--- src/rtl/multicycle_sequencer.sv ---
// multicycle_sequencer
//   Multi-cycle control sequencer for the CPU datapath. Each instruction steps
//   through FETCH/DECODE/EXEC/MEM/WB. The block owns the PC and IR, handshakes
//   with instruction and data memory (request held until ack, with a timeout
//   into FAULT), and counts retired instructions.
//
//   Opcode classes (oIR[31:27]):
//     00000 LOAD, 00010 STORE, 10010 BRANCH, 11010 NOP, 11011 HALT, else ALU.
//
//   state  | meaning
//   FETCH  | oIMemReq held until iIMemAck, IR loaded on ack
//   DECODE | one cycle, load RA/RB
//   EXEC   | one cycle, load RZ, resolve branch target
//   MEM    | LOAD/STORE handshake, or one-cycle RY load for ALU ops
//   WB     | one cycle, rf write (ALU/LOAD), PC update, retire count
//   HALT   | sticky after HALT opcode, left only by reset
//   FAULT  | sticky after a memory timeout, PC holds faulting address
//
// Ports
//   iClk, iRst                     clock, synchronous active-high reset
//   oIMemReq/oIMemAddr/iIMemAck    instruction fetch handshake
//   iInstr, oIR, oPC               instruction word, IR, program counter
//   iBranchTaken, iBranchTgt       branch resolution, sampled in EXEC
//   oRegABEn, oRzEn, oRyEn         datapath register load strobes
//   oDMemRead/oDMemWrite/iDMemAck  data memory handshake
//   oRfWrite                       register file write strobe
//   oStage                         current state code (0..6)
//   oRetired                       retired instruction count

module multicycle_sequencer #(
    parameter int                DATA_W   = 32,
    parameter int                ADDR_W   = 32,
    parameter logic [ADDR_W-1:0] RESET_PC = '0,
    parameter int                TIMEOUT  = 15,
    parameter int                CNT_W    = 32
) (
    input  logic              iClk,
    input  logic              iRst,
    output logic              oIMemReq,
    output logic [ADDR_W-1:0] oIMemAddr,
    input  logic              iIMemAck,
    input  logic [DATA_W-1:0] iInstr,
    output logic [DATA_W-1:0] oIR,
    output logic [ADDR_W-1:0] oPC,
    input  logic              iBranchTaken,
    input  logic [ADDR_W-1:0] iBranchTgt,
    output logic              oRegABEn,
    output logic              oRzEn,
    output logic              oDMemRead,
    output logic              oDMemWrite,
    input  logic              iDMemAck,
    output logic              oRyEn,
    output logic              oRfWrite,
    output logic [2:0]        oStage,
    output logic [CNT_W-1:0]  oRetired
);

    typedef enum logic [2:0] {
        S_FETCH  = 3'd0,
        S_DECODE = 3'd1,
        S_EXEC   = 3'd2,
        S_MEM    = 3'd3,
        S_WB     = 3'd4,
        S_HALT   = 3'd5,
        S_FAULT  = 3'd6
    } state_t;

    localparam logic [7:0] TIMEOUT_CNT = 8'(TIMEOUT);

    state_t             state, state_nxt;
    logic [7:0]         wait_cnt;
    logic [ADDR_W-1:0]  pc, next_pc;
    logic [DATA_W-1:0]  ir;
    logic [CNT_W-1:0]   retired;

    logic [4:0] opcode;
    logic       is_load, is_store, is_branch, is_nop, is_halt, is_alu, is_ldst;
    logic       timed_out, waiting;

    assign opcode    = ir[31:27];
    assign is_load   = (opcode == 5'b00000);
    assign is_store  = (opcode == 5'b00010);
    assign is_branch = (opcode == 5'b10010);
    assign is_nop    = (opcode == 5'b11010);
    assign is_halt   = (opcode == 5'b11011);
    assign is_ldst   = is_load | is_store;
    assign is_alu    = ~(is_ldst | is_branch | is_nop | is_halt);
    assign timed_out = (wait_cnt == TIMEOUT_CNT);

    // Only the two handshake states accumulate wait cycles.
    assign waiting = (state == S_FETCH) || (state == S_MEM && is_ldst);

    // State register and wait counter
    always_ff @(posedge iClk) begin
        if (iRst) begin
            state    <= S_FETCH;
            wait_cnt <= '0;
        end else begin
            state <= state_nxt;
            if (state_nxt != state)
                wait_cnt <= '0;
            else if (waiting)
                wait_cnt <= wait_cnt + 8'd1;
        end
    end

    // Next-state logic; an ack in the expiry cycle takes priority over FAULT.
    always_comb begin
        state_nxt = state;
        unique case (state)
            S_FETCH: begin
                if (iIMemAck)
                    state_nxt = S_DECODE;
                else if (timed_out)
                    state_nxt = S_FAULT;
            end
            S_DECODE: begin
                if (is_halt)
                    state_nxt = S_HALT;
                else if (is_nop)
                    state_nxt = S_WB;
                else
                    state_nxt = S_EXEC;
            end
            S_EXEC: begin
                state_nxt = is_branch ? S_WB : S_MEM;
            end
            S_MEM: begin
                if (!is_ldst || iDMemAck)
                    state_nxt = S_WB;
                else if (timed_out)
                    state_nxt = S_FAULT;
            end
            S_WB:    state_nxt = S_FETCH;
            S_HALT:  state_nxt = S_HALT;
            S_FAULT: state_nxt = S_FAULT;
            default: state_nxt = S_FAULT;
        endcase
    end

    // Strobes are forced low while reset is asserted.
    always_comb begin
        oIMemReq   = 1'b0;
        oRegABEn   = 1'b0;
        oRzEn      = 1'b0;
        oDMemRead  = 1'b0;
        oDMemWrite = 1'b0;
        oRyEn      = 1'b0;
        oRfWrite   = 1'b0;
        if (!iRst) begin
            unique case (state)
                S_FETCH:  oIMemReq = 1'b1;
                S_DECODE: oRegABEn = 1'b1;
                S_EXEC:   oRzEn    = 1'b1;
                S_MEM: begin
                    oDMemRead  = is_load;
                    oDMemWrite = is_store;
                    oRyEn      = is_alu | (is_load & iDMemAck);
                end
                S_WB:     oRfWrite = is_alu | is_load;
                default: ;
            endcase
        end
    end

    // PC, IR and retire counter. next_pc defaults to pc+4 in DECODE so NOP,
    // which skips EXEC, still advances sequentially.
    always_ff @(posedge iClk) begin
        if (iRst) begin
            pc      <= RESET_PC;
            next_pc <= RESET_PC;
            ir      <= '0;
            retired <= '0;
        end else begin
            if (state == S_FETCH && iIMemAck)
                ir <= iInstr;
            if (state == S_DECODE)
                next_pc <= pc + ADDR_W'(4);
            if (state == S_EXEC && is_branch && iBranchTaken)
                next_pc <= iBranchTgt;
            if (state == S_WB) begin
                pc      <= next_pc;
                retired <= retired + CNT_W'(1);
            end
        end
    end

    assign oPC       = pc;
    assign oIMemAddr = pc;
    assign oIR       = ir;
    assign oRetired  = retired;
    assign oStage    = state;

endmodule
--- config.mk ---
export PLATFORM = sky130hd
export DESIGN_NAME = multicycle_sequencer
export DESIGN_NICKNAME = d
export VERILOG_FILES = /design/src/rtl/multicycle_sequencer.sv
export SDC_FILE = /design/constraint.sdc
export NUM_CORES = 1
export LEC_CHECK = 0
export CORE_ASPECT_RATIO = 1.4
export CORE_MARGIN = 2
export CORE_UTILIZATION = 40
export CTS_CLUSTER_DIAMETER = 150
export DETAILED_ROUTE_END_ITERATION = 8
export PLACE_DENSITY_LB_ADDON = 0.15
export SLEW_MARGIN = 40
export SYNTH_ARGS = -nofsm -noshare
export SYNTH_HDL_FRONTEND = slang
export SYNTH_SLANG_ARGS = --single-unit
--- constraint.sdc ---
create_clock -name iClk -period 2 [get_ports iClk]
set_input_delay 0.4 -clock iClk [delete_from_list [all_inputs] [get_ports iClk]]
set_output_delay 0.4 -clock iClk [all_outputs]
set_load 0.01 [all_outputs]
==> qor.txt, run 1 <==
Post-synthesis register bit count = 139
Setup slack after layout = -0.0465 ns
Worst VDD drop = 730 uV
Syn_area_per_cell = 7.91 um2
Post-Synth Adder-Cell Area = 0.558%
Placement Rows = 56
Power density over the cells = 956 nW/um2
GRT Overall Usage = 21.5%
H-tree levels = 4
Final Power = 9.81 mW
Violations in the final reports = setup timing
Simple-Gate Fraction of Synth Area = 28.2%
WP data required = 1.60 ns
Most instantiated cells after synthesis = nand2_1 (173), dfxtp_1 (139), a21oi_1 (94)
Final Hold Vio Count = 0
Slowest CP cell = or4b_4
Skew final = 0.0105 ns
Synth unique cells = 66
Drt total wl = 19900 um
Layout cells sized above 1 = 19.0%
Mapped Nets = 922
DP Area = 9330 um2
Syn Inst Count = 850
Max Freq = 489 MHz
Final HPWL DP = 13500 um
Post-route ant nets = 0
Fin crit period = 2.05 ns
Max incr delay on CP = 0.52 ns
DRC viols = 0
Slew @ Worst Pin = 0.736 ns
Vias per Instance = 5.18
Critical Path Start Type = register
Drt wl/cell = 15.2 um
Run status = complete, but fails checks
CTS tree = built
Post-synth ARST share = 0%
Drt pass-1 iters = 5
Fin crit share = 102%
Via count = 6769
Routability cong. = 0.838
Vias in the first global route = 6281
Layout Cells excl Fill = 1307
Antenna diodes = 0
CTS Buf Count = 17
Hold path startpoint = iRst
Most common cell in the netlist = nand2_1
Clock tree sinks = 139
Yosys top cell area share = 41.4%
Compound-cell area share of the yosys netlist = 15.0%
Antenna violations before repair = 0
Min-delay worst type = input port to register
Die area = 17900 um2
PortBufs = 206
Max cap viols = 0
WP data arrival = 1.65 ns
Combinational family with the most area after synthesis = simple AND/OR/NAND/NOR gates
Setup CP Type = register to output pin
Largest net degree at the start of global routing = 93
TNS Setup = -0.0900 ns
Slew HR = 50.9%
Fillers = 1494
Ys flop type = dfxtp_1
Yosys warning total = 0
Post-synth top area cell = dfxtp_1
Synth Cell Area = 6730 um2
Setup violations, final = 2
Cell breakdown of the critical path = buf_6 -> or4b_4 -> nor3_2 -> buf_2
Reg clk slew, reported paths = 0.06 ns
Leak = 3.58 nW
GRT Residual Overflow = 0
Post-route cell area = 10300 um2
RSZ-0062 raised after global routing = yes
Die height = 157 um
Clk buf depth = 2
Portion of netlist area occupied by mux cells = 0.167%
FF-to-FF path depth = 7
Reg2reg setup slack = 0.01 ns
Final Max Tran Viols = 0
First-pass GRT wire length = 31100 um
I/O pin count = 207
Critical path peak fanout = 2
Seq/Total Area, Yosys = 41.4%
Iter 0 DRT Violations = 427
Hold endpoint = oStage[1]$_SDFF_PP0_
Hold Path Depth = 3
Die width = 114 um
Reg-to-reg startpoint = oIMemAddr[2]$_SDFFE_PP0P_
Crit path capture type = output pin
Dpl cells = 1265
Worst-skew pair later-pin latency = 0.42 ns
Final net count = 1163
Critical R2R Capture = next_pc[22]$_SDFFE_PP0P_
Initial Util = 40.5%
Xor-xnor portion of the synthesized cell area = 7.03%
Area Overhead vs Synth = 52.6%
Top post-synthesis cells by area = dfxtp_1 (41%), nand2_1 (9.7%), a21oi_1 (7.0%)
Core area = 16600 um2
CTS Root Cell = clkbuf_16
EDFF count, synth = 0
## metal layers
metal  global-route usage [%]  vias to the layer above  wire, um
li1                         -                     3391         -
met1                     25.6                     3159      8360
met2                     36.7                      196     10000
met3                     6.62                       23      1220
met4                     7.38                        0       294
met5                        0                        -         0
## where the power goes
group | switching [mW] | total [mW] | internal (mW) | leakage (nW)
logic | 1.67 | 3.15 | 1.48 | 2.14
clock network | 1.21 | 3.31 | 2.09 | 0.303
registers | 0.221 | 3.36 | 3.14 | 1.13
total | 3.11 | 9.81 | 6.71 | 3.58
## per-stage QoR
| stage | hold WS [ns] | setup WS, ns | util (%) |
|---|---|---|---|
| 2_1_floorplan | 0.425 | 0.00367 | - |
| 3_3_place_gp | 0.437 | -0.177 | 56.1 |
| 3_5_place_dp | 0.440 | -0.196 | 56.2 |
| 4_1_cts | 0.307 | -0.130 | 60.1 |
| 5_1_grt | 0.331 | -0.123 | 61.8 |
| 6_report | 0.330 | -0.0465 | 61.8 |
## critical path: cells and delay by family (launching register included)
| kind | cells | cell delay (ns) |
|---|---|---|
| simple gates | 2 | 0.63 |
| buf+inv | 2 | 0.26 |
| flops | 1 | 0.34 |
## registers in the layout, summed over array words and instances (netlist names)
| name | flops |
|---|---|
| oStage | 3 |
| next_pc | 32 |
| oRetired | 32 |
| oIMemAddr | 32 |
| wait_cnt | 8 |
| oIR | 32 |
## layout by cell type (no fill, tap or decap), types with 13 or more instances in the layout
cell	Yosys	final
a21oi_1	94	92
inv_1	14	13
buf_4	32	91
nand2_1	173	172
nor2_1	67	64
clkbuf_16	0	17
nor3_1	33	26
dfxtp_1	139	126
clkdlybuf4s50_1	0	197
xnor2_1	43	42
nand3_1	27	26
## cell families (layout without fill, tap and decap cells)
| kind of cell | Yosys count | in the layout |
|---|---|---|
| xor gates and xnor gates | 54 | 54 |
| adders and majority gates | 3 | 3 |
| buffers and inverters | 99 | 353 |
| AOI/OAI and AO/OA | 168 | 168 |
| muxes | 1 | 1 |
| and+or+nand+nor | 386 | 386 |
| DFF | 139 | 139 |
## worst max-delay path by stage
stage                             start                         to  cells after the start
2_1_floorplan  oRetired[2]$_SDFFE_PP0P_  oRetired[31]$_SDFFE_PP0P_                      6
3_3_place_gp                   iDMemAck                      oRyEn                      6
3_5_place_dp                   iDMemAck                      oRyEn                      6
4_1_cts            oIR[29]$_SDFFE_PP0P_                  oDMemRead                      4
5_1_grt            oIR[27]$_SDFFE_PP0P_                  oDMemRead                      4
6_report           oIR[29]$_SDFFE_PP0P_                 oDMemWrite                      4
## layout make-up
type	count	area [um2]	area share, %
Multi-Input combinational cell	612	3670	35.7
Tap cell	203	254	2.47
Timing Repair Buffer	307	2860	27.9
Sequential cell	139	2810	27.3
Clock inverter	10	138	1.34
Inverter	14	52.6	0.512
Clock buffer	22	484	4.72
## what timing repair did
| action | 4_1_cts | 5_1_grt |
|---|---|---|
| gates resized for setup | 39 | 55 |
| endpoints found under the setup margin | 25 | 45 |
| hold buffers | 0 | 0 |
| cloned | 0 | 0 |
| setup buffers | 1 | 9 |
| pin swaps | 5 | 30 |
No activity file was read; power rests on OpenSTA's default activity.
==> run 2: changes to the inputs <==
CORE_ASPECT_RATIO = 1.5   (was 1.4)
==> run 2 against run 1 <==
- the run still ends with setup timing left
- power increased by 1.9%
- highest routed layer unchanged
- first-iteration DRC count decreased by 28%
- critical endpoint is now oDMemRead
- largest cell class unchanged
- final cell count is 0.15% higher
- critical path depth unchanged
- clock skew shrank 0.00095 ns
==> qor.txt, run 2 (same netlist as run 1, synthesis figures left out) <==
Post-cts hold buffer count = 0 (unchanged)
Initial Util = 40.5% (about the same)
CTS tree = built (unchanged)
Register share of total power = 33.6% (was 34.2%)
Clock tree sinks = 139 (unchanged)
Net Sw Frac = 31.3% (was 31.7%)
Most frequent cells in the layout = clkdlybuf4s50_1 (196), nand2_1 (172), dfxtp_1 (126) (was clkdlybuf4s50_1 (197), nand2_1 (172), dfxtp_1 (126))
Crit path capture type = output pin (unchanged)
Final Max Tran Viols = 0 (unchanged)
Multi-input gate area in the final layout = 3690 um2 (was 3670 um2)
WP buf/inv = 2 (unchanged)
Slowest CP cell = or4_4 (was or4b_4)
Fillers = 1476 (was 1494)
Reg-to-reg startpoint = oIMemAddr[2]$_SDFFE_PP0P_ (unchanged)
CTS Buf Count = 17 (unchanged)
H-tree levels = 4 (unchanged)
Drt pass-1 iters = 6 (was 5)
Vias in the first global route = 6455 (was 6281)
Util after Layout = 61.8% (about the same)
RSZ-0062 raised after global routing = yes (unchanged)
DRC viols = 0 (unchanged)
Core area = 16600 um2 (about the same)
Reg clk slew, reported paths = 0.06 ns (about the same)
Sw Pwr = 3.13 mW (was 3.11 mW)
Leading cell type in the layout, fill and taps excluded = clkdlybuf4s50_1 (unchanged)
Vias per Instance = 5.19 (was 5.18)
WP data arrival = 1.69 ns (was 1.65 ns)
Placement Rows = 58 (was 56)
Hold Path Depth = 2 (was 3)
Leak = 3.60 nW (was 3.58 nW)
Slew @ Worst Pin = 0.561 ns (was 0.736 ns)
Critical R2R Capture = next_pc[30]$_SDFFE_PP0P_ (was next_pc[22]$_SDFFE_PP0P_)
Violations in the final reports = setup timing (unchanged)
Slew HR = 62.6% (was 50.9%)
Layout cells sized above 1 = 18.7% (was 19.0%)
Critical Path Start Type = register (unchanged)
Min-delay worst type = register to register (was input port to register)
I/O pin count = 207 (unchanged)
Family with the most delay on the worst path = simple AND/OR/NAND/NOR gates (unchanged)
Post-route ant nets = 0 (unchanged)
Reg2reg setup slack = -0.02 ns (was 0.01 ns)
Setup slack after layout = -0.0897 ns (was -0.0465 ns)
Power density over the cells = 974 nW/um2 (was 956 nW/um2)
Final HPWL DP = 13600 um (was 13500 um)
Post-route cell area = 10300 um2 (about the same)
Critical path peak fanout = 3 (was 2)
FF-to-FF path depth = 6 (was 7)
Setup violations, final = 3 (was 2)
Run status = complete, but fails checks (unchanged)
Hold endpoint = oIMemAddr[6]$_SDFFE_PP0P_ (was oStage[1]$_SDFF_PP0_)
Worst VDD drop = 578 uV (was 730 uV)
WP data required = 1.60 ns (about the same)
Routability cong. = 0.838 (about the same)
Max incr delay on CP = 0.55 ns (was 0.52 ns)
Iter 0 DRT Violations = 309 (was 427)
Hold path startpoint = next_pc[6]$_SDFFE_PP0P_ (was iRst)
Die area = 17900 um2 (about the same)
Clock network power share = 34.4% (was 33.7%)
Setup CP Type = register to output pin (unchanged)
Antenna violations before repair = 0 (unchanged)
Area Overhead vs Synth = 52.6% (about the same)
Max Freq = 479 MHz (was 489 MHz)
Int Power = 6.86 mW (was 6.71 mW)
Skew final = 0.00951 ns (was 0.0105 ns)
Fin crit share = 104% (was 102%)
GRT Overall Usage = 21.9% (was 21.5%)
Drt wl/cell = 15.2 um (about the same)
DP Area = 9330 um2 (about the same)
Worst-skew pair later-pin latency = 0.41 ns (was 0.42 ns)
Final Hold Vio Count = 0 (unchanged)
Combinational power share = 32.0% (was 32.1%)
Die height = 163 um (was 157 um)
GRT Residual Overflow = 0 (unchanged)
Final net count = 1159 (was 1163)
Largest net degree at the start of global routing = 52 (was 93)
Via count = 6796 (was 6769)
Clk buf depth = 2 (unchanged)
Cell breakdown of the critical path = buf_6 -> or4_4 -> nor3_4 -> buf_2 (was buf_6 -> or4b_4 -> nor3_2 -> buf_2)
FF/Latch Area = 2800 um2 (was 2810 um2)
CTS Root Cell = clkbuf_16 (unchanged)
Die width = 110 um (was 114 um)
Drt total wl = 19900 um (about the same)
PortBufs = 206 (unchanged)
Fin crit period = 2.09 ns (was 2.05 ns)
Max cap viols = 0 (unchanged)
Antenna diodes = 0 (unchanged)
First-pass GRT wire length = 31400 um (was 31100 um)
[run 2: cell count changes in the layout (fill, tap and decap cells not counted), moves of 3 or more]
cell,delta
o21ai_1,-4
nor3_4,+3
nor2_1,-4
clkbuf_8,-3
nor2_2,+4
buf_6,-5
[run 2: routing by layer]
| metal | GRT usage (%) | wire length (um) | vias to the layer above |
|---|---|---|---|
| met2 | 37.7 | 10200 | 197 |
| met3 | 6.32 | 1300 | 28 |
| li1 | - | - | 3392 |
| met5 | 0 | 0 | - |
| met1 | 25.8 | 8040 | 3179 |
| met4 | 7.19 | 389 | 0 |
[run 2: worst register-to-register path, stage by stage, from the launching register on]
cell and delay [ns]:
dfxtp_4 0.36, ha_4 0.14, nand3_2 0.09, or4_4 0.64
nor3_4 0.21, xnor2_2 0.10, a2111oi_2 0.37
[run 2: power by group through the flow]
stage	registers [mW]	clock network [mW]	logic [mW]
2_1_floorplan	3.47	0	1.63
3_3_place_gp	3.39	0	2.99
3_5_place_dp	3.40	0	3.01
4_1_cts	3.35	3.51	3.03
5_1_grt	3.40	3.61	3.51
6_report	3.36	3.44	3.20
[run 2: how the worst max path moves through the flow]
stage | start | to | slack [ns] | cells past startpoint
after floorplan | oRetired[2]$_SDFFE_PP0P_ | oRetired[31]$_SDFFE_PP0P_ | 0.004 | 6
after global placement | iDMemAck | oRyEn | -0.20 | 6
after detailed placement | iDMemAck | oRyEn | -0.22 | 6
after CTS | oIR[27]$_SDFFE_PP0P_ | oDMemRead | -0.1 | 4
after global routing | oIR[27]$_SDFFE_PP0P_ | oDMemRead | -0.14 | 4
final | oIR[27]$_SDFFE_PP0P_ | oDMemRead | -0.09 | 4
[run 2: layout make-up]
class	instances	share of cell area, %
clock buffers	20	4.35
clock inverters	11	1.88
inverters	14	0.512
multi-input cells	612	35.9
flip-flops and latches	139	27.3
well taps	210	2.56
repair buffers	303	27.5
[run 2: per-stage QoR]
stage	setup WS, ns	setup TNS [ns]	instances	power [mW]	hold WS, ns
4_1_cts	-0.0978	-0.0978	1303	9.90	0.447
2_1_floorplan	0.00367	0	850	5.10	0.425
3_5_place_dp	-0.217	-1.05	1272	6.41	0.440
5_1_grt	-0.140	-0.533	1309	10.5	0.472
6_report	-0.0897	-0.183	1309	10.0	0.446
3_3_place_gp	-0.196	-0.550	1272	6.38	0.431
[run 2: repair_timing]
item / CTS / global route
endpoints found under the setup margin: 33 / 36
resized for setup: 34 / 60
pin swaps: 2 / 25
setup buffers: 0 / 6
